File: src/rtl/m4sram_xpose_ctrl_if.sv
// Bundle of stream-in, stream-out and SRAM-side signals for the 4x4 transpose sequencer.
interface m4sram_xpose_ctrl_if #(
    parameter int unsigned DW = 64
);
    logic                in_valid;
    logic                in_ready;
    logic [3:0][DW-1:0]  din;
    logic                out_valid;
    logic                out_last;
    logic [3:0][DW-1:0]  dout;
    logic                we;
    logic [3:0][1:0]     addr;
    logic [3:0][DW-1:0]  d;
    logic [3:0][DW-1:0]  q;

    // Sequencer side
    modport slave (
        input  in_valid, din, q,
        output in_ready, out_valid, out_last, dout, we, addr, d
    );

    // Environment side: data source, data sink and SRAM
    modport master (
        output in_valid, din, q,
        input  in_ready, out_valid, out_last, dout, we, addr, d
    );
endinterface

File: src/rtl/m4sram_xpose_ctrl.sv
// 4x4 reorder/transpose sequencer for the 4-bank M4SRAM scratch memory.
// Rows are written with a diagonal bank skew so that both a column and a row
// can be read back in one cycle without bank conflicts.
module m4sram_xpose_ctrl #(
    parameter int unsigned DW        = 64,
    parameter int unsigned TRANSPOSE = 1
) (
    input  logic                  clk,
    input  logic                  rst,
    m4sram_xpose_ctrl_if.slave    bus
);

    typedef enum logic {
        LOAD = 1'b0,
        READ = 1'b1
    } state_t;

    state_t      state;
    logic [1:0]  row;
    logic [1:0]  k;
    logic        rd_v;
    logic [1:0]  k_d;

    logic        accept;
    logic        rd_issue;

    assign accept   = !rst && (state == LOAD) && bus.in_valid;
    assign rd_issue = !rst && (state == READ);

    // Load/read sequencing plus the one-cycle read-pipeline tracking flags
    always_ff @(posedge clk) begin
        if (rst) begin
            state <= LOAD;
            row   <= 2'd0;
            k     <= 2'd0;
            rd_v  <= 1'b0;
            k_d   <= 2'd0;
        end else begin
            rd_v <= (state == READ);
            k_d  <= k;
            case (state)
                LOAD: begin
                    if (bus.in_valid) begin
                        row <= row + 2'd1;
                        if (row == 2'd3) begin
                            state <= READ;
                        end
                    end
                end
                READ: begin
                    k <= k + 2'd1;
                    if (k == 2'd3) begin
                        state <= LOAD;
                    end
                end
                default: state <= LOAD;
            endcase
        end
    end

    // SRAM command: skewed row write on accept, conflict-free read in READ, idle otherwise
    always_comb begin
        bus.in_ready = !rst && (state == LOAD);
        bus.we       = accept;
        bus.addr     = '0;
        bus.d        = '0;
        for (int b = 0; b < 4; b++) begin
            if (accept) begin
                bus.addr[b] = row;
                bus.d[b]    = bus.din[2'(2'(b) - row)];
            end else if (rd_issue) begin
                if (TRANSPOSE != 0) begin
                    bus.addr[b] = 2'(2'(b) - k);
                end else begin
                    bus.addr[b] = k;
                end
            end
        end
    end

    // Output lane rotation undoes the bank skew; data is zeroed when not valid
    always_comb begin
        bus.out_valid = rd_v && !rst;
        bus.out_last  = rd_v && !rst && (k_d == 2'd3);
        bus.dout      = '0;
        for (int j = 0; j < 4; j++) begin
            bus.dout[j] = bus.out_valid ? bus.q[2'(2'(j) + k_d)] : DW'(0);
        end
    end

endmodule

File: src/flat_wrapper.sv
// flat-port wrapper written by rule: the top's interface ports become plain ports
module m4sram_xpose_ctrl_flat 
#(
    parameter int unsigned DW        = 64,
    parameter int unsigned TRANSPOSE = 1
)
  (clk, rst, bus_in_valid, bus_din, bus_q, bus_in_ready, bus_out_valid, bus_out_last, bus_dout, bus_we, bus_addr, bus_d);
  m4sram_xpose_ctrl_if #(.DW(DW)) bus_i ();
  input  logic clk;
  input  logic rst;
  input wire logic [$bits(bus_i.in_valid)-1:0] bus_in_valid;
  input wire logic [$bits(bus_i.din)-1:0] bus_din;
  input wire logic [$bits(bus_i.q)-1:0] bus_q;
  output wire logic [$bits(bus_i.in_ready)-1:0] bus_in_ready;
  output wire logic [$bits(bus_i.out_valid)-1:0] bus_out_valid;
  output wire logic [$bits(bus_i.out_last)-1:0] bus_out_last;
  output wire logic [$bits(bus_i.dout)-1:0] bus_dout;
  output wire logic [$bits(bus_i.we)-1:0] bus_we;
  output wire logic [$bits(bus_i.addr)-1:0] bus_addr;
  output wire logic [$bits(bus_i.d)-1:0] bus_d;
  assign bus_i.in_valid = bus_in_valid;
  assign bus_i.din = bus_din;
  assign bus_i.q = bus_q;
  assign bus_in_ready = bus_i.in_ready;
  assign bus_out_valid = bus_i.out_valid;
  assign bus_out_last = bus_i.out_last;
  assign bus_dout = bus_i.dout;
  assign bus_we = bus_i.we;
  assign bus_addr = bus_i.addr;
  assign bus_d = bus_i.d;
  m4sram_xpose_ctrl #(.DW(DW), .TRANSPOSE(TRANSPOSE)) u_core (.clk(clk), .rst(rst), .bus(bus_i));
endmodule
File: config.mk
export PLATFORM = sky130hd
export DESIGN_NAME = m4sram_xpose_ctrl_flat
export DESIGN_NICKNAME = d
export VERILOG_FILES = /design/src/rtl/m4sram_xpose_ctrl_if.sv /design/src/rtl/m4sram_xpose_ctrl.sv /design/src/flat_wrapper.sv
export SDC_FILE = /design/constraint.sdc
export NUM_CORES = 1
export LEC_CHECK = 0
export CORE_AREA = 2 2 407 409
export DETAILED_ROUTE_END_ITERATION = 6
export DIE_AREA = 0 0 409 411
export HOLD_SLACK_MARGIN = 0.03
export PLACE_DENSITY_LB_ADDON = 0.08
export SYNTH_ARGS = -nofsm -noshare
export SYNTH_HDL_FRONTEND = slang
export SYNTH_SLANG_ARGS = --single-unit
File: constraint.sdc
create_clock -name clk -period 1.91 [get_ports clk]
set_input_delay 0.4775 -clock clk [delete_from_list [all_inputs] [get_ports clk]]
set_output_delay 0.4775 -clock clk [all_outputs]
set_load 0.05 [all_outputs]
==> results of run 1 <==
==> what timing repair did <==
item,4_1_cts,5_1_grt
pin swaps,51,39
buffers inserted,21,27
resized for setup,462,260
hold buffers,0,0
setup endpoints to repair,524,521
cloned,31,27
==> Yosys cell counts <==
cell type,instances,area (µm²)
mux2i_1,514,5145
o22ai_1,512,3203
buf_2,106,530.5
clkbuf_1,48,180.2
buf_1,16,60.06
nand2_1,10,37.54
dfxtp_1,8,160.2
nand2b_1,7,43.79
nor2_1,5,18.77
nor2b_1,5,31.28
a21oi_1,4,20.02
ha_1,3,37.54
buf_4,2,15.01
buf_6,2,22.52
o21ai_0,2,10.01
and2_1,1,6.260
inv_1,1,3.750
nor3b_4,1,18.77
xnor2_1,1,8.760
==> area by class of cell <==
class | instances | area [µm²]
fill | 17040 | 122200
timing repair buffer | 1588 | 22140
tap | 2189 | 2739
multi-input combinational | 1069 | 16520
clock buffer | 3 | 75.07
inverter | 1 | 3.754
sequential | 8 | 167.7
antenna | 26 | 65.06
==> logic make-up after synthesis <==
logic type | count (synthesis) | synth area share
flip-flops | 8 | 0.01676
multiplexers | 514 | 0.5386
AO/OA/AOI/OAI | 518 | 0.3384
adder cells (fa/ha/maj) | 3 | 0.003930
buffers and inverters | 175 | 0.08500
AND/OR/NAND/NOR | 29 | 0.01637
XOR/XNOR | 1 | 0.0009170
==> report_power, final <==
group          switching (mW)  internal, mW
Sequential            0.00906         0.173
Combinational            5.99          5.65
Clock                  0.0799         0.270
==> through the flow <==
stage,instances,worst slack [ps]
2_1_floorplan,1248,-916.5
3_3_place_gp,4756,-1385
3_5_place_dp,4756,-1407
4_1_cts,4809,-595.3
5_1_grt,4874,-621.9
6_report,4884,-581.8
==> state kept, by name, indices dropped and copies added (netlist names) <==
name / cells
u_core.k: 2
u_core.rd_v: 1
u_core.state: 1
u_core.row: 2
u_core.k_d: 2
==> layer usage <==
layer,track usage,up-vias,part of all wire
li1,-,8171,-
met3,0.06396,183,0.096
met1,0.1552,8619,0.36
met2,0.2629,764,0.52
met5,0,-,0.0024
met4,0.03773,48,0.023
==> worst register-to-register path, stage by stage, from the launching register on <==
cell and delay (ps):
dfxtp_4 370, buf_16 200, buf_4 170, buf_4 180
xnor2_1 130, nor2_1 50
==> path summary, 6_finish.rpt <==
path / start / to
hold reg to reg: u_core.k[0] / u_core.k_d[0]
hold / removal: u_core.k[0] / u_core.k_d[0]
setup / recovery: u_core.row[0] / bus_d[255]
setup reg to reg: u_core.row[0] / u_core.row[0]
==> metrics, run 1 <==
Bufs and invs on worst path=4; slowest CP cell=bufbuf_16; IO buf count=1,038; Top delay family on crit path=buffers and inverters; initial antenna violation count=81; leakage=~13 nW; vias=roughly 18,000; clk_lat worst skew=about 230 ps; Num CTS Buffers=3; design area=0.04171 mm²; remaining antenna violation count=0; global route total overflow=0; Iteration-0 DRC Markers=503; CTS tree=built; Final GP Congestion=0.8178; Syn-to-layout area delta=336.6%; Yosys warnings=0; pwr/cell area=about 300 mW/mm²; Finished Core Util=0.2545; DRC viols=0; Clock Path Buffers=2; largest net degree at the start of global routing=36; H-Tree Depth=1; post-DR wirelength/cell=between 20 and 30 µm; violated checks=negative setup slack; CP Cell Sequence=buf_16 -> bufbuf_16 -> mux2i_1 -> buf_4 -> o22ai_2 -> buf_12; Placed Area=around 0.036 mm²; CP required=about 1400 ps; pins over their slew limit=0; Initial Utilization=0.05830; Worst R2R Setup Slack=690 ps; num rows=149; Placeable Area=0.1639 mm²; worst hold path cell count=1; kind of critical path=register to output pin; Clock Skew=around 3.7 ps; Die Area=0.1681 mm²; CP peak stage delay=400 ps; status=finished, violations left; Seq/Total Area, Yosys=0.01676; Top Ports=1,039; global-route usage over all layers=0.1463; final net count=3,189; Synth Register Bits=8; TritonRoute pass-1 iters=6; Gate Count Post-Synth=1,248; pin slew with the least headroom to its limit=612.1 ps; Tmin final=2492 ps; Worst Path Max Fanout=18; Max Fclk=401.3 MHz; CTS clk-pin slew, worst paths=40 ps; synth unique cells=19; Hold Crit Class=register to register; number of global-route vias before repair=about 19,000; Max Cap Violations=0; drt total wl=133,300 µm; Clock Root Buffer=clkbuf_16; syn_nets=1,766; Worst Reg-to-Reg Cells=5; synthesized area=roughly 0.0096 mm²; Final Hold Viols=0; share of post-route cells with drive strength above 1=0.6812; cell count along the critical path=6; Max IR drop VDD=0.0003519 V; dpl hpwl=109,800 µm; commonest non-fill, non-tap cell in the layout=buf_12; Hold Slack=514.1 ps; Final TNS setup=-241,750 ps; synthesized area per cell=7.655 µm²; CP Capture Type=output pin; Setup WS post-layout=-581.8 ps; RSZ-0062 raised after global routing=yes; first-pass GRT wire length=172,000 µm; final setup vio count=521; Tcrit/Tclk final=1.305; clock sinks=8; Die Wd=between 400 and 500 µm; CP arrival=2010 ps; most frequent cells in the layout=buf_12 (542), clkdlybuf4s50_1 (512), o22ai_4 (428); Total Power=~12 mW; vias per inst=~3.6; die height=between 400 and 500 µm; startpoint types=register; Rel. slew slack=0.5802
Note: power is estimated with default switching activity, not from simulation.
==> run 2, diff against run 1 <==
--- a/config.mk
+++ b/config.mk
@@ -5,9 +5,10 @@
 export SDC_FILE = /design/constraint.sdc
 export NUM_CORES = 1
 export LEC_CHECK = 0
-export CORE_AREA = 2 2 407 409
+export CORE_AREA = 8 8 401 403
 export DETAILED_ROUTE_END_ITERATION = 6
 export DIE_AREA = 0 0 409 411
+export GPL_TIMING_DRIVEN = 0
 export HOLD_SLACK_MARGIN = 0.03
 export PLACE_DENSITY_LB_ADDON = 0.08
 export SYNTH_ARGS = -nofsm -noshare
==> metrics, run 2 (synthesis results as in run 1) <==
status=finished, violations left; violated checks=negative setup slack; Iteration-0 DRC Markers=598 (+19%); vias=17,240 (-3.1%); Rel. slew slack=0.5693 (-0.01091); clk_lat worst skew=240 ps (about the same); drt total wl=153,100 µm (+15%); global route total overflow=0 (unchanged); Tmin final=2547 ps (+55.38 ps); Finished Core Util=0.2305 (-0.02404); first-pass GRT wire length=199,900 µm (+16%); CP Capture Type=output pin; Clock Skew=9.714 ps (+5.965 ps); Syn-to-layout area delta=273.4%; pin slew with the least headroom to its limit=648.6 ps (+36.45 ps); Final Hold Viols=0 (unchanged); Die Wd=409 µm (unchanged); remaining antenna violation count=0 (unchanged); post-DR wirelength/cell=34.39 µm (+26%); CTS tree=built; Clock Path Buffers=2 (unchanged); Tcrit/Tclk final=1.334 (+0.02900); Setup WS post-layout=-637.2 ps (-55.38 ps); commonest non-fill, non-tap cell in the layout=clkdlybuf4s50_1; Initial Utilization=0.06173 (+0.003434); Max IR drop VDD=0.0001997 V (-43%); H-Tree Depth=1 (unchanged); final setup vio count=524 (+0.58%); final net count=2,885 (-9.5%); Num CTS Buffers=3 (unchanged); leakage=10.70 nW (-20%); TritonRoute pass-1 iters=7 (+1); clock sinks=8 (unchanged); share of post-route cells with drive strength above 1=0.6973 (+0.01610); IO buf count=1,038 (unchanged); cts hold-fix bufs=0 (unchanged); global-route usage over all layers=0.1717 (+0.02543); initial antenna violation count=71 (-12%); pwr/cell area=309.6 mW/mm² (+6.0%); num rows=145 (-2.7%); Max Cap Violations=0 (unchanged); most frequent cells in the layout=clkdlybuf4s50_1 (515), o22ai_4 (402), mux2i_4 (240); HP Start=u_core.k[0]; startpoint types=register; reg-to-reg critical path startpoint=u_core.row[0]; Final GP Congestion=0.8323 (+1.8%); Die Area=0.1681 mm² (unchanged); Top Ports=1,039 (unchanged); Max Fclk=392.6 MHz (-2.2%); kind of critical path=register to output pin; Clock Root Buffer=clkbuf_16; biggest regs=u_core.k x2, u_core.k_d x2, u_core.row x2; number of global-route vias before repair=19,440 (+0.62%); DRC viols=0 (unchanged); CP Launch Point=u_core.k_d[0]; die height=411 µm (unchanged); vias per inst=3.872 (+6.3%); CTS clk-pin slew, worst paths=50 ps (about the same); CP required=1430 ps (about the same); RSZ-0062 raised after global routing=yes; Placeable Area=0.1548 mm² (-5.6%); dpl hpwl=126,000 µm (+15%); Total Power=11.04 mW (-9.3%); Worst Path Max Fanout=10 (-8); CP arrival=2070 ps (+60 ps); Hold Crit Class=register to register; pins over their slew limit=0 (unchanged); largest net degree at the start of global routing=12 (-67%)
[run 2: where the power goes]
part	internal (mW)	switching (mW)
Clock	0.272	0.102
Sequential	0.174	0.0114
Combinational	4.44	6.04
[run 2: path summary, 6_finish.rpt]
check	endpoint	slack [ps]	cells past startpoint
setup / recovery	bus_dout[66]	-640	6
hold / removal	u_core.k_d[0]	520	1
setup reg to reg	u_core.row[0]	650	6
hold reg to reg	u_core.k_d[0]	520	1
[run 2: area by class of cell]
cell class | count | area, µm²
diodes | 29 | 72.57
plain buffers | 173 | 3095
clock buffers | 3 | 75.07
fillers | 16520 | 119100
inverters | 1 | 3.754
multi-input cells | 1065 | 18200
flip-flops and latches | 8 | 171.4
well taps | 2058 | 2575
repair buffers | 1115 | 11470
[run 2: repair_timing]
item / CTS / global route
resized for setup: 3423 / 588
endpoints found under the hold margin: 0 / 0
setup endpoints to repair: 525 / 524
pin swaps: 61 / 11
gates cloned: 32 / 2
setup buffers: 30 / 14
[run 2: stage by stage]
step | cell area, µm² | std cells | setup WS (ps) | setup TNS [ps] | hold WS [ps]
final | 35670 | 4452 | -637.2 | -281590 | 523.0
after global routing | 35650 | 4442 | -723.4 | -320610 | 550.6
after CTS | 33910 | 4409 | -825.2 | -344960 | 520.7
after detailed placement | 28570 | 4344 | -2794 | -996490 | 509.4
after global placement | 28570 | 4344 | -2748 | -988660 | 508.0
after floorplan | 15610 | 1248 | -916.5 | -266870 | 483.0
[run 2: per-layer routing]
| metal | up-vias | GRT usage | part of all wire |
|---|---|---|---|
| met4 | 26 | 0.03103 | 0.023 |
| met5 | - | 0 | 0.0010 |
| met1 | 8605 | 0.1764 | 0.35 |
| met2 | 848 | 0.3321 | 0.54 |
| li1 | 7574 | - | - |
| met3 | 185 | 0.06434 | 0.088 |
[run 2: worst max-delay path: stages, from the launching register on]
cell and delay [ps]:
dfxtp_2 340, clkbuf_16 160, buf_12 160, buf_8 260
mux2i_4 410, o22ai_4 110, clkdlybuf4s15_2 370
